[config.mk]
export PLATFORM = sky130hd
export DESIGN_NAME = rr_encoder_8to3
export DESIGN_NICKNAME = d
export VERILOG_FILES = /design/src/rtl/rr_enc_pkg.sv /design/src/rtl/rr_pick.sv /design/src/rtl/rr_encoder_8to3.sv
export SDC_FILE = /design/constraint.sdc
export NUM_CORES = 1
export LEC_CHECK = 0
export CORE_MARGIN = 1.5
export CORE_UTILIZATION = 45
export CTS_CLUSTER_DIAMETER = 80
export DETAILED_ROUTE_END_ITERATION = 7
export PLACE_DENSITY = 0.67
export SETUP_SLACK_MARGIN = 0.05
export SYNTH_ARGS = -nofsm -noshare
export SYNTH_HDL_FRONTEND = slang
export SYNTH_SLANG_ARGS = --single-unit
[constraint.sdc]
create_clock -name clk -period 5.9 [get_ports clk]
set_input_delay 0.59 -clock clk [delete_from_list [all_inputs] [get_ports clk]]
set_output_delay 0.59 -clock clk [all_outputs]
set_load 0.03 [all_outputs]
[src/rtl/rr_enc_pkg.sv]
// Shared definitions for the round-robin encoder: default width, index-width
// helper and circular rotations of a request vector.
package rr_enc_pkg;

  localparam int unsigned N_DEFAULT = 8;
  localparam int unsigned MAX_N     = 64;

  function automatic int unsigned idx_width(input int unsigned n);
    return (n <= 1) ? 1 : $clog2(n);
  endfunction

  function automatic logic [MAX_N-1:0] low_mask(input int unsigned n);
    return (n >= MAX_N) ? '1 : ((MAX_N'(1) << n) - MAX_N'(1));
  endfunction

  // Rotations act on the low n bits only; bits above n are cleared.
  function automatic logic [MAX_N-1:0] rotr(input logic [MAX_N-1:0] v,
                                            input int unsigned     sh,
                                            input int unsigned     n);
    logic [MAX_N-1:0] vm;
    int unsigned      s;
    vm = v & low_mask(n);
    s  = sh % n;
    if (s == 0) return vm;
    return ((vm >> s) | (vm << (n - s))) & low_mask(n);
  endfunction

  function automatic logic [MAX_N-1:0] rotl(input logic [MAX_N-1:0] v,
                                            input int unsigned     sh,
                                            input int unsigned     n);
    return rotr(v, n - (sh % n), n);
  endfunction

endpackage

[src/rtl/rr_pick.sv]
// Combinational fixed-priority find-first: lowest set bit wins.
module rr_pick
  import rr_enc_pkg::*;
#(
  parameter int unsigned N = N_DEFAULT,
  localparam int unsigned IDX_W = idx_width(N)
) (
  input  logic [N-1:0]     vec,
  output logic [IDX_W-1:0] idx,
  output logic             found
);

  always_comb begin
    idx   = '0;
    found = 1'b0;
    for (int unsigned i = 0; i < N; i++) begin
      if (vec[i] && !found) begin
        idx   = IDX_W'(i);
        found = 1'b1;
      end
    end
  end

endmodule

[src/rtl/rr_encoder_8to3.sv]
// Registered round-robin encoder with valid/ready output.
// Define RR_ENCODER_MULTIHOT_EN to add the out_multi flag.
module rr_encoder_8to3
  import rr_enc_pkg::*;
#(
  parameter int unsigned N = N_DEFAULT,
  localparam int unsigned IDX_W = idx_width(N)
) (
  input  logic             clk,
  input  logic             rst,
  input  logic             enable,
  input  logic [N-1:0]     req,
  input  logic             out_ready,
  output logic             out_valid,
`ifdef RR_ENCODER_MULTIHOT_EN
  output logic             out_multi,
`endif
  output logic [IDX_W-1:0] out_index
);

  logic             hs;
  logic             cap;
  logic             found;
  logic [IDX_W-1:0] ptr;
  logic [IDX_W-1:0] next_idx;
  logic [IDX_W-1:0] start;
  logic [IDX_W-1:0] offset;
  logic [IDX_W-1:0] sel;
  logic [N-1:0]     rot;

  // N is a power of two, so IDX_W-bit arithmetic wraps modulo N for free.
  assign hs       = out_valid & out_ready;
  assign next_idx = out_index + IDX_W'(1);
  assign start    = hs ? next_idx : ptr;
  assign rot      = N'(rotr(MAX_N'(req), 32'(start), N));
  assign sel      = start + offset;
  assign cap      = enable & found & (~out_valid | out_ready);

  rr_pick #(.N(N)) u_pick (
    .vec   (rot),
    .idx   (offset),
    .found (found)
  );

  always_ff @(posedge clk) begin
    if (rst) begin
      out_valid <= 1'b0;
      out_index <= '0;
      ptr       <= '0;
    end else begin
      if (hs) ptr <= next_idx;
      if (cap) begin
        out_valid <= 1'b1;
        out_index <= sel;
      end else if (hs) begin
        out_valid <= 1'b0;
      end
    end
  end

`ifdef RR_ENCODER_MULTIHOT_EN
  logic multi;
  assign multi = (req & (req - N'(1))) != '0;

  always_ff @(posedge clk) begin
    if (rst)      out_multi <= 1'b0;
    else if (cap) out_multi <= multi;
  end
`endif

endmodule

[Word level (Yosys, flattened, before mapping)]
Index checks and enable logic that the tools add are counted.
Operators by class
  bitwise operators: 6
  reduce and logical (&&, ||, !) cells: 16
  mux-type cells: 21
  $add $sub $neg: 3
  shift-type cells: 2
Operator list (count)
  $logic_not A32 Y1: 1
  $shl A8 B32 Y8: 1
  $mux W8: 2
  $mux W3: 5
  $mux W1: 12
  $or A8 B8 Y8: 1
  $shr A8 B3 Y8: 1
  $logic_and A1 B1 Y1: 7
  $logic_not A1 Y1: 7
  $sub A4 B3 Y5 const A: 1
  $mux W2: 2
  $add A3 B1 Y3 const B: 1
  $add A3 B3 Y3: 1
  $and A1 B1 Y1: 3
  $reduce_bool A2 Y1: 1
  $not A1 Y1: 1
  $or A1 B1 Y1: 1
Word-level totals
  input bits: 12
  word-level logic and storage cells: 51
  output and inout bits: 4
  bits in registers: 7

[Logic depth before layout (Yosys ltp)]
Gate-level depths: netlist (run 1).
  depth in word-level cells: 31
  depth in mapped cells: 18
  gate-level depth less buffers: 16

[Modules after synthesis]
Synthesis (run 1) repeated with hierarchy kept, for this count alone.
Unflattened totals
  cells, all modules: 147
  area, all modules: 1136.1 µm²
By module, submodules not included
  rr_encoder_8to3: seq. area each 140.1 µm², times used 1, area each 1053.5 µm², cells each 133
  rr_pick: seq. area each 0.0 µm², times used 1, area each 82.6 µm², cells each 14

[Worst setup path before layout (run 1)]
Ideal clock, no wire load.
  kind: reg2reg
  from: register out_index[0]
  to: register out_index[2]
  buffers on the path: 0
  stages on the path, launching flop included: 16
  path slack: 2.236 ns
  required time: 5.783 ns
  arrival time: 3.547 ns
  clock period less this slack: 3.664 ns
  library setup time: 0.117 ns
  path through: dfxtp_1 > ha_1 > xor2_1 > mux2i_2 > mux2i_1 > o21a_1 > a221oi_1 > and4bb_2 > nand3_1 > o21ai_0 > ha_1 > inv_1 > fa_1 > xnor2_1 > o31ai_1 > a22o_1
Between the ends
  word-level cells in the longest chain between the ends: 30
  elaborated cells between the ends (all ways): 41
  classes of those cells: add/sub (3); shift (2); mux (18); bitwise (3); reduce/logical (15)
Ends and longest elaborated chain
  from (decl): line rr_encoder_8to3.sv:18  | output logic [IDX_W-1:0] out_index
  from (signal assigned): line rr_encoder_8to3.sv:54  | out_index <= sel;
  $add A3 B1 Y3 (*): line rr_encoder_8to3.sv:33  | assign next_idx = out_index + IDX_W'(1);
  $mux W3 (*)
  parallel branches: the longest is 28 deep, another holds $sub A4 B3 Y5
Mark *: on every way between the ends.
A chain may end at the register's enable or synchronous reset.

[Worst setup path in the final report (run 1)]
  from: input out_ready
  to: register out_index[2]
Between the ends
  word-level cells in the longest chain between the ends: 30
  elaborated cells between the ends (all ways): 42
  classes of those cells: add/sub (2); shift (2); mux (18); bitwise (5); reduce/logical (15)
Ends and longest elaborated chain
  from (decl): line rr_encoder_8to3.sv:13  | input logic out_ready,
  parallel branches: the longest is 30 deep, another holds $sub A4 B3 Y5
Parallel ways; which one is timed is not known.

==> results.txt, run 1 <==
Signal routing reaches up to met4. Once layout is done, the placed cells without fillers occupy 1340 sq um. The type of destination of the critical path is a flip-flop. The antenna cell count came out at 0. After Yosys synthesis, and, or, nand and nor cells account for 19.84% of the synthesized area. Internal power comes to 156.2 uW.

After technology mapping, the gate count stands at 143. The max-slew violation count was 0. The storage element area is 140.1 sq um. The floorplan row count is 18.

After synthesis, the largest family of logic cells by area is compound AO/OA/AOI/OAI gates. At the pin with the least slew margin, the transition time is 459.5 ps. The power density of the placed cells is 205.6 nW/um^2. The post-cts hold buffer count came out at 0.

The synthesized design contains 7 register bits. The initial antenna violation count came out at 0. The critical path required time is 6100 ps. The post-CTS resize count came out at 0. The tightest min-delay check is of the reg2reg type. The count of nets left with antenna violations once routing finished came out at 0.

The part of the total power dissipated in the clock network is 16.1%. The detailed-route vias per instance is 6.243. The height of the chip is 55.02 microns. The worst-case clock skew is 2.715 ps. The number of buffers on the longest clock path came out at 2. Buffers added to address setup during post-CTS repair amount to 0. The instance count after placement with tap cells included came out at 181. After synthesis, the share of flip-flops with an asynchronous set or reset is 0%.

Of the total synthesized cell area, the portion taken by XOR and XNOR cells is 2.878%. At the worst endpoint, the arrival time is 4660 ps. The final-report setup violation count came out at 0. The total cell area at the placement stage came out at 1314 sq um. The final core utilization came out at 53.13%. The starting utilization of the core area came out at 48.26%.

The post-synth net total is 158. The minimum hold slack came out at 586.6 ps. In this run, the combinational gates consume 61.9% of the power. The relative slew slack is 69.33%. The per-instance average area after synthesis came out at 8.513 sq um.

The final cell count without fillers came out at 185. In this run the worst path has a maximum fanout of 13. The Yosys step of the flow raised 0 warnings. After synthesis, flip-flops and latches occupy 11.51% of the total area. The portion of total power attributed to sequential cells is 22.0%.

The largest net degree at the start of global routing came out at 16. The number of I/O port buffers is 15. The proportion of layout cells with a drive suffix above 1 came out at 15.48%.

At the end of routability-driven placement, the weighted congestion stood at 0.9647. Counting I/O delays and the setup requirement, the final critical path takes 4462 ps. The flow ran to the end, and the final reports show no timing, DRC or antenna violations. The total power came out at 275.6 uW. The category of the worst setup path launch point is a primary input. The top achievable clock speed came out at 224.1 MHz. TritonCTS built the clock tree. The fraction of the cycle the final worst path needs is 75.62%. The setup slack of the critical path after layout is 1438 ps. In this run the horizontal extent of the chip is 55.02 microns. The synthesized-area fraction occupied by ao, oa, aoi and oai cells is 31.55%. The number of hold-slack violations in the final timing report is 0. The pre-antenna-repair detailed-routing pass consisted of 4 iterations. The wire length of the first global-routing pass came out at 4705 microns.

The arithmetic-cell share of the synthesized area counting full adders, half adders and majority gates is 3.700%. The net switching power figure came out at 119.4 uW. The remaining design rule violation count came out at 0. The final HPWL from detailed placement came out at 2420 microns. The mapped cell area is 1217 sq um.

The core box area is 2522 sq um. The violation count after the first detailed-route iteration came out at 45. The commonest cells after synthesis are sky130_fd_sc_hd__mux2i_1 (15), sky130_fd_sc_hd__nand2_1 (11), sky130_fd_sc_hd__nor2_1 (11).

Clock tree synthesis selected as its root buffer the cell sky130_fd_sc_hd__clkbuf_4. The layout net count came out at 171. The reported max-cap violation count is 0. The total negative slack came out at 0 ps.

The most area-hungry cell type in the Yosys netlist is sky130_fd_sc_hd__mux2i_1. Setup repair after global routing left no endpoint under its margin. The most used flip-flop cell after synthesis is sky130_fd_sc_hd__dfxtp_1. The average wire length per cell after detail routing came out at 16.28 microns. The number of global-route vias before repair came out at 1062. The floorplan step defined a die boundary enclosing 3027 sq um. Clock tree synthesis inserted a total of 3 buffers. The setup slack after placement is 1152 ps. Clock-pin slew was measured on the worst setup and hold paths at 50 ps. The number of cells on the worst reg-to-reg path is 13. The overall track demand over capacity in global routing is 22.11%. Summing all multi-input logic gate instances after layout gives 955.9 sq um.

The dominant cell by count in the synthesized netlist is sky130_fd_sc_hd__mux2i_1. The fraction of power spent switching nets is 43.32%. The total wirelength of the detailed-routed design came out at 3012 microns. The top-level port count is 16. The clock net sink count is 7.

Compared with the post-synthesis result, the final layout area differs by 10.07%. Summed over all cells, the static leakage comes to 0.5561 nW. The number of enable-type register cells in the synthesized netlist is 0.

Summed over its instances, the top area cell type makes up 12.33% of the synthesized netlist area. The worst-case vdd ir drop came out at 0.1495 mV. For this block, the via count after detailed routing is 1155. The cell depth of the worst hold path came out at 2. The total global routing overflow is 0. The clock network latency to the later pin of the worst-skew pair is 250 ps.

After synthesis, the share of cell area in mux cells is 20.55%. The detailed-routed wire length on met3 is 153 microns. The netlist uses 54 different library cells. CTS built an H-tree with a depth of 1. The fill cell total of the finished layout came out at 246. The critical path is of the in2reg type. After synthesis, the cell types taking the most area are sky130_fd_sc_hd__mux2i_1 (12%), sky130_fd_sc_hd__dfxtp_1 (12%), sky130_fd_sc_hd__clkbuf_8 (5.7%).

After detailed routing, the met2 layer carries 1448 microns of wire. The total routed wire length on the met1 layer is 1383 microns.
[area by class of cell]
class,instances,area share [%]
clock buffers,4,1.961
flip-flops and latches,7,10.46
well taps,30,2.801
multi-input cells,121,71.33
inverters,8,2.241
repair buffers,15,11.20
[registers in the layout, indices dropped and copies added (netlist names)]
signal	flops
ptr	3
out_valid	1
out_index	3
[critical path, stage by stage]
cell                              delay [ps]
sky130_fd_sc_hd__clkdlybuf4s50_1         750
sky130_fd_sc_hd__and2_1                  340
sky130_fd_sc_hd__mux2_4                  400
sky130_fd_sc_hd__clkinv_1                190
sky130_fd_sc_hd__mux4_2                  330
sky130_fd_sc_hd__o32a_1                  220
sky130_fd_sc_hd__a221oi_2                260
sky130_fd_sc_hd__o21ai_0                 140
sky130_fd_sc_hd__a311o_1                 390
sky130_fd_sc_hd__fa_1                    400
sky130_fd_sc_hd__xnor2_1                 250
sky130_fd_sc_hd__nand4_1                 130
sky130_fd_sc_hd__mux2i_1                 140
sky130_fd_sc_hd__a22o_1                  130
[cells by family after synthesis]
group,count (synthesis)
AND/OR/NAND/NOR,42
multiplexers,22
flip-flops,7
AO/OA/AOI/OAI,50
buffers and inverters,15
XOR/XNOR,4
adder cells (fa/ha/maj),3
[power groups by stage]
stage	combinational, mW	sequential, mW	clock, mW
final	0.171	0.0607	0.0443
after global routing	0.186	0.0616	0.0478
after CTS	0.170	0.0607	0.0452
after detailed placement	0.169	0.0616	0
after global placement	0.168	0.0612	0
after floorplan	0.130	0.0659	0
[placed cells by master, fill, tap and decap left out, types with 2 or more instances in the layout]
cell type	Yosys	routed
sky130_fd_sc_hd__mux2i_1	15	15
sky130_fd_sc_hd__clkdlybuf4s50_1	0	15
sky130_fd_sc_hd__nand2_1	11	11
sky130_fd_sc_hd__nor2_1	11	11
sky130_fd_sc_hd__o21ai_0	10	10
sky130_fd_sc_hd__inv_1	7	7
sky130_fd_sc_hd__dfxtp_1	7	7
sky130_fd_sc_hd__nand3_1	6	6
sky130_fd_sc_hd__a21oi_1	5	5
sky130_fd_sc_hd__a21boi_0	4	4
sky130_fd_sc_hd__xnor2_1	3	3
sky130_fd_sc_hd__nor2b_1	3	3
sky130_fd_sc_hd__mux2_2	3	3
sky130_fd_sc_hd__o31ai_1	3	3
sky130_fd_sc_hd__clkbuf_4	0	3
sky130_fd_sc_hd__mux2_4	2	2
sky130_fd_sc_hd__and3_2	2	2
sky130_fd_sc_hd__o211ai_1	2	2
sky130_fd_sc_hd__o31a_2	2	2
sky130_fd_sc_hd__o21a_1	2	2
sky130_fd_sc_hd__a21oi_2	2	2
sky130_fd_sc_hd__a221oi_1	2	2
sky130_fd_sc_hd__a22oi_1	2	2
sky130_fd_sc_hd__ha_1	2	2
[per-layer routing]
layer  up-vias  GRT usage, %
met4         0         8.130
met2        40         37.10
met3         4         3.226
met5         -             0
li1        565             -
met1       546         28.59
[path summary, 6_finish.rpt]
path	slack [ps]	endpoint	startpoint
setup / recovery	1440	out_index[2]$_SDFFE_PP0P_	out_ready
hold / removal	590	out_index[0]$_SDFFE_PP0P_	out_index[0]$_SDFFE_PP0P_
setup reg to reg	1920	out_index[2]$_SDFFE_PP0P_	out_valid$_SDFFE_PP0P_
hold reg to reg	590	out_index[0]$_SDFFE_PP0P_	out_index[0]$_SDFFE_PP0P_
Power figures use the tool's default switching activity.
==> run 2: changes to the inputs <==
PLACE_DENSITY = 0.7   (was 0.67)
clock period = 3.8 ns   (was 5.9 ns; I/O delays follow)
==> results.txt, run 2 (same netlist as run 1, synthesis figures left out) <==
The fraction of the cycle the final worst path needs is 91.44%. The starting utilization of the core area came out at 48.26% (unchanged). The setup slack of the critical path after layout came out at 325.4 ps (-1113 ps). The number of levels in the clock H-tree was 1 (unchanged). The antenna cell count is 0 (unchanged).

The setup slack after placement came out at -95.81 ps (-1248 ps). In this run the critical register-to-register path is captured at out_index[2]$_SDFFE_PP0P_. The remaining design rule violation count came out at 0 (unchanged). The relative slew slack is 74.45% (+5.1 points).

The max-slew violation count came out at 0 (unchanged). The final HPWL from detailed placement came out at 2741 microns (+13%). Static timing analysis puts the maximum clock frequency at 287.8 MHz. The clock network latency to the later pin of the worst-skew pair is 260 ps (about the same). The leakage power figure is 0.6819 nW (+23%). The reg-to-reg setup timing slack is 330 ps (-1590 ps). The area added between synthesis and finish came out at 27.44%. The cell depth of the worst hold path was 3 (+1). The worst hold path class is reg2reg. The height of the chip was 55.02 microns (unchanged). The startpoint identified for the worst hold timing path is out_index[0]$_SDFFE_PP0P_. The initial antenna violation count came to 0 (unchanged).

The minimum hold slack came out at 628.2 ps (+41.63 ps). The number of detailed-route iterations in the first pass is 4 (unchanged). The number of buffers on the longest clock path came out at 2 (unchanged).

The register clock-pin slew on the reported worst setup and hold paths is 60 ps (about the same). The top-level port count came to 16 (unchanged). The final period demand of the worst path came out at 3475 ps. The total cell area at the placement stage came out at 1484 sq um (+13%). The detailed-route via count is 1264 (+9.4%). The power density of the placed cells came out at 317.0 nW/um^2 (+54%). The worst hold path terminates at out_index[0]$_SDFFE_PP0P_. The total global routing overflow came out at 0 (unchanged). The final-report setup violation count came out at 0 (unchanged). The wire length of the first global-routing pass came out at 5430 microns (+15%).

The signal arrival time at the worst endpoint came to 3670 ps (-990 ps). The violation count after the first detailed-route iteration was 34 (-24%). The critical path required time came to 4000 ps (-2100 ps). The CTS buffer count came to 3 (unchanged).

The critical path in this run is classified as reg2reg. The proportion of layout cells with a drive suffix above 1 came out at 30.51% (+15 points). The most common library cell in the layout ignoring fill and taps is sky130_fd_sc_hd__buf_4. The reported max-cap violation count is 0 (unchanged). The largest registers in the layout are out_index: 3 flops, ptr: 3 flops, out_valid: 1 flops. The chip width was 55.02 microns (unchanged). The total wirelength of the detailed-routed design is 3406 microns (+13%). The number of global-route vias before repair was 1199 (+13%).

The detailed-route vias per instance is 6.106 (-2.2%). STA classifies the critical path startpoint as a flip-flop. The layout net count came out at 193 (+13%).

Setup repair after global routing left no endpoint under its margin. The cell sitting at the root of the clock tree is a sky130_fd_sc_hd__clkbuf_4. The critical-path maximum fanout came to 8 (-5). The average wire length per cell after detail routing is 16.45 microns (+1.1%). The area of all placed cells without fillers is 1551 sq um (+16%). The final core utilization was 61.51% (+8.4 points). The floorplan row count came out at 18 (unchanged). The number of I/O port buffers came out at 15 (unchanged).

The core box area is 2522 sq um (unchanged). STA classifies the critical path endpoint as a flip-flop. The fill cell total of the finished layout was 227 (-7.7%).

The overall track demand over capacity in global routing came out at 25.03% (+2.9 points). The worst register-to-register path begins at out_valid$_SDFFE_PP0P_. The placer's final routability congestion estimate came out at 0.9401 (-2.6%). The actual transition at the worst max-transition pin was 380.6 ps (-78.88 ps). The number of nets with antenna violations after detailed routing came out at 0 (unchanged). The floorplan die area came out at 3027 sq um (unchanged). The clock net sink count is 7 (unchanged).

The worst-case vdd ir drop came to 0.2499 mV (+67%). The worst-case clock skew is 4.552 ps (+1.837 ps). The clock tree from TritonCTS is done.

The largest net degree at the start of global routing is 13 (-3). The flow ran to the end, and the final reports show no timing, DRC or antenna violations. The number of hold-slack violations in the final timing report came out at 0 (unchanged). In the layout the commonest cells are sky130_fd_sc_hd__buf_4 (21), sky130_fd_sc_hd__clkdlybuf4s50_1 (14), sky130_fd_sc_hd__mux2i_1 (13), sky130_fd_sc_hd__nand2_1 (11). The number of cells on the worst reg-to-reg path is 17 (+4).
run 2: cell type report:
class,instances,area [sq um],area share [%]
inverters,8,30.03,1.935
well taps,30,37.54,2.419
clock buffers,3,22.52,1.452
flip-flops and latches,7,140.1,9.032
repair buffers,37,330.3,21.29
clock inverters,1,5.005,0.3226
multi-input cells,121,985.9,63.55
run 2: metrics by stage:
| stage | total power, mW | cells | setup TNS, ps |
|---|---|---|---|
| detailed placement | 0.4099 | 202 | -95.81 |
| global placement | 0.4035 | 202 | 0 |
| CTS | 0.4814 | 206 | 0 |
| floorplan | 0.3042 | 143 | 0 |
| finish | 0.4918 | 207 | 0 |
| global route | 0.5242 | 207 | 0 |
run 2: worst max-delay path by stage:
stage | depth (start not counted) | endpoint | from | slack [ps]
floorplan | 15 | out_index[2]$_SDFFE_PP0P_ | out_index[0]$_SDFFE_PP0P_ | 140
global placement | 17 | out_index[2]$_SDFFE_PP0P_ | out_ready | 0.7
finish | 17 | out_index[2]$_SDFFE_PP0P_ | out_valid$_SDFFE_PP0P_ | 330
detailed placement | 17 | out_index[2]$_SDFFE_PP0P_ | out_ready | -100
global route | 17 | out_index[2]$_SDFFE_PP0P_ | out_valid$_SDFFE_PP0P_ | 100
CTS | 17 | out_index[2]$_SDFFE_PP0P_ | out_ready | 150
run 2: routing by layer:
layer  global-route usage, %  vias up  share of wire, %  routed length (microns)
li1                        -      612                 -                        -
met2                   43.45       37                49                     1676
met1                   31.37      605                45                     1522
met5                       0        -                 0                        0
met4                   8.537        0               1.5                       52
met3                   3.763       10               4.6                      155
run 2: power by group:
part / switching (mW) / internal, mW / leakage, nW
registers: 0.00866 / 0.0812 / 0.0574
clock network: 0.0307 / 0.0386 / 0.0177
logic: 0.167 / 0.166 / 0.607
run 2: timing repair:
action                     4_1_cts  5_1_grt
setup buffers                    0        1
gates resized for setup          0        8
setup endpoints to repair        0        1
hold buffers                     0        0
run 2: worst max-delay path: stages, from the launching register on:
cell	delay, ps
sky130_fd_sc_hd__dfxtp_1	490
sky130_fd_sc_hd__buf_4	210
sky130_fd_sc_hd__nand3b_4	100
sky130_fd_sc_hd__and2_4	190
sky130_fd_sc_hd__buf_4	160
sky130_fd_sc_hd__mux2i_2	180
sky130_fd_sc_hd__mux2i_1	100
sky130_fd_sc_hd__mux2_2	320
sky130_fd_sc_hd__and4bb_2	320
sky130_fd_sc_hd__nand3_1	70
sky130_fd_sc_hd__o21ai_0	80
sky130_fd_sc_hd__ha_1	180
sky130_fd_sc_hd__inv_1	50
sky130_fd_sc_hd__fa_1	400
sky130_fd_sc_hd__xnor2_2	160
sky130_fd_sc_hd__nand4_1	110
sky130_fd_sc_hd__mux2i_1	150
sky130_fd_sc_hd__a22o_1	140
==> RTL edit, RTL diff (config.mk and constraints of run 2) <==
Add a define of `RR_ENCODER_MULTIHOT_EN`.
--- a/src/rtl/rr_encoder_8to3.sv
+++ b/src/rtl/rr_encoder_8to3.sv
@@ -1,4 +1,6 @@
 // Registered round-robin encoder with valid/ready output.
 // Define RR_ENCODER_MULTIHOT_EN to add the out_multi flag.
+`define RR_ENCODER_MULTIHOT_EN
+
 module rr_encoder_8to3
   import rr_enc_pkg::*;
Check against the original RTL (old outputs only; new: out_multi): equivalent (Yosys induction, for registers that start in step).
==> RTL edit against run 2 <==
Area after synthesis is 25% higher. Sequential share of layout area is 0.26 points lower. Wire length is 40% higher. Critical path type unchanged. Non-clock buffer count is 3 higher. Die area is 24% higher. Setup slack worse by 130 ps. First-iteration DRC count grew to 4.0 times the old value. Total power is 26% higher. Sequential cell count is 1 higher. Cell area is 19% higher. Global-route usage is 2.3 points higher.
==> RTL edit: results (changes against run 2) <==
stage	metric	value	unit	change
status	status	complete, no violations		
cts	Root Buffer	clkbuf_4		
cts	Worst-Skew Late Latency	260	ps	about the same
placed_design	HPWL after DPL	3659	um	+34%
synthesis	Async SR Flop Fraction	0		unchanged
synthesis	post-synthesis cell type count	68		+26%
cells_and_area	biggest regs	out_index: 3 flops, ptr: 3 flops		
power_and_ir_drop	Pleak	0.6757	nW	-0.90%
detailed_routing	Avg WL per Cell	17.84	um	+8.4%
cts	largest buffer count on any clock path	2		unchanged
synthesis	synthesized net count	213		+35%
setup_path	Slowest cell on crit path	or4b_1		
setup_path	Worst Reg2Reg Path Length in Cells	14		-3
setup_path	worst-path fanout max	10		+2
placed_design	IO buf count	16		+1
cells_and_area	layout cells sized above 1	0.2857		-0.01937
cells_and_area	Fill cells	305		+34%
synthesis	most instantiated cells after synthesis	nand3_1, nor2_1, nand2_1		
cells_and_area	Area Growth Syn to Fin	20.59	%	
detailed_routing	via count of the routed design	1758		+39%
placed_design	DP Area	1760	um^2	+19%
setup_path	CP peak stage delay	510	ps	+20 ps
min_path	Worst Hold Class	reg2reg		
timing	final setup fails	0		unchanged
synthesis	Yosys warnings	0		unchanged
power_and_ir_drop	VDD IR-drop max	0.2146	mV	-14%
detailed_routing	drt initial violations	135		+300%
cts	clock slew at reported path FFs	60	ps	about the same
timing	worst clock skew	6.640	ps	+2.089 ps
detailed_routing	DR pass1 iterations	4		unchanged
global_routing	initial antenna violation count	0		unchanged
placed_design	GP Congestion	1.010		+7.4%
synthesis	synth top area cells	dfxtp_1, buf_6, nand3_1		
synthesis	Seq/Total Area, Yosys	0.1050		-0.01010
global_routing	first-pass GRT wire length	7755	um	+43%
global_routing	vias in the first global route	1696		+41%
timing	slew margin rel.	0.6990		-0.04542
global_routing	pin count of the biggest net entering global routing	16		+3
setup_path	top cell family by delay on the critical path	compound AO/OA/AOI/OAI gates		
global_routing	GRT Util Overall	0.2732		+0.02288
setup_path	Worst Path Arrival	3790	ps	+120 ps
cts	number of buffers created by CTS	3		unchanged
synthesis	post-synth top area share	0.1050		-0.01833
cts	H-tree depth	1		unchanged
min_path	hold path cells	2		-1
cells_and_area	final-stage net count	241		+25%
==> RTL edit: final cells by class <==
type | instances | share of cell area
clock buffers | 3 | 0.01224
well taps | 44 | 0.02993
multi-input cells | 166 | 0.6673
inverters | 7 | 0.01565
repair buffers | 40 | 0.1871
flip-flops and latches | 8 | 0.08776
==> RTL edit: what timing repair did <==
action                     CTS  global route
setup endpoints to repair    0             2
gates resized for setup      0            13
buffers inserted             0             1
hold endpoints to repair     0             0
hold buffers                 0             0
==> RTL edit: worst paths after layout <==
path / startpoint / end / slack (ps)
worst max-delay path: out_index[0] / out_index[2] / 190
worst min-delay path: out_multi / out_multi / 470
worst max register to register: out_index[0] / out_index[2] / 190
worst min register to register: out_multi / out_multi / 470
==> RTL edit: routing by layer <==
layer | up-vias | routed length [um] | track usage
met5 | - | 0 | 0
met4 | 0 | 117 | 0.1273
met3 | 18 | 371 | 0.02941
met2 | 95 | 2319 | 0.4605
met1 | 816 | 1972 | 0.3482
li1 | 829 | - | -
==> RTL edit: power by group <==
part           leakage (nW)  switching [mW]  internal (mW)
clock                0.0138          0.0301         0.0362
combinational         0.596           0.252          0.193
sequential           0.0662          0.0127         0.0950
total                 0.676           0.295          0.324
==> RTL edit: logic make-up after synthesis <==
| family | after synthesis | synth area share |
|---|---|---|
| AO/OA/AOI/OAI | 73 | 0.3847 |
| XOR/XNOR | 2 | 0.01149 |
| adder cells (fa/ha/maj) | 4 | 0.03609 |
| buffers and inverters | 24 | 0.1190 |
| flip-flops | 8 | 0.1050 |
| AND/OR/NAND/NOR | 87 | 0.3437 |
==> RTL edit: stage by stage <==
stage	power (mW)	cells	setup slack [ps]
floorplan	0.4006	198	196.0
global placement	0.5143	264	29.40
detailed placement	0.5235	264	-44.67
CTS	0.5931	267	133.4
global route	0.6609	268	41.05
finish	0.6190	268	191.9
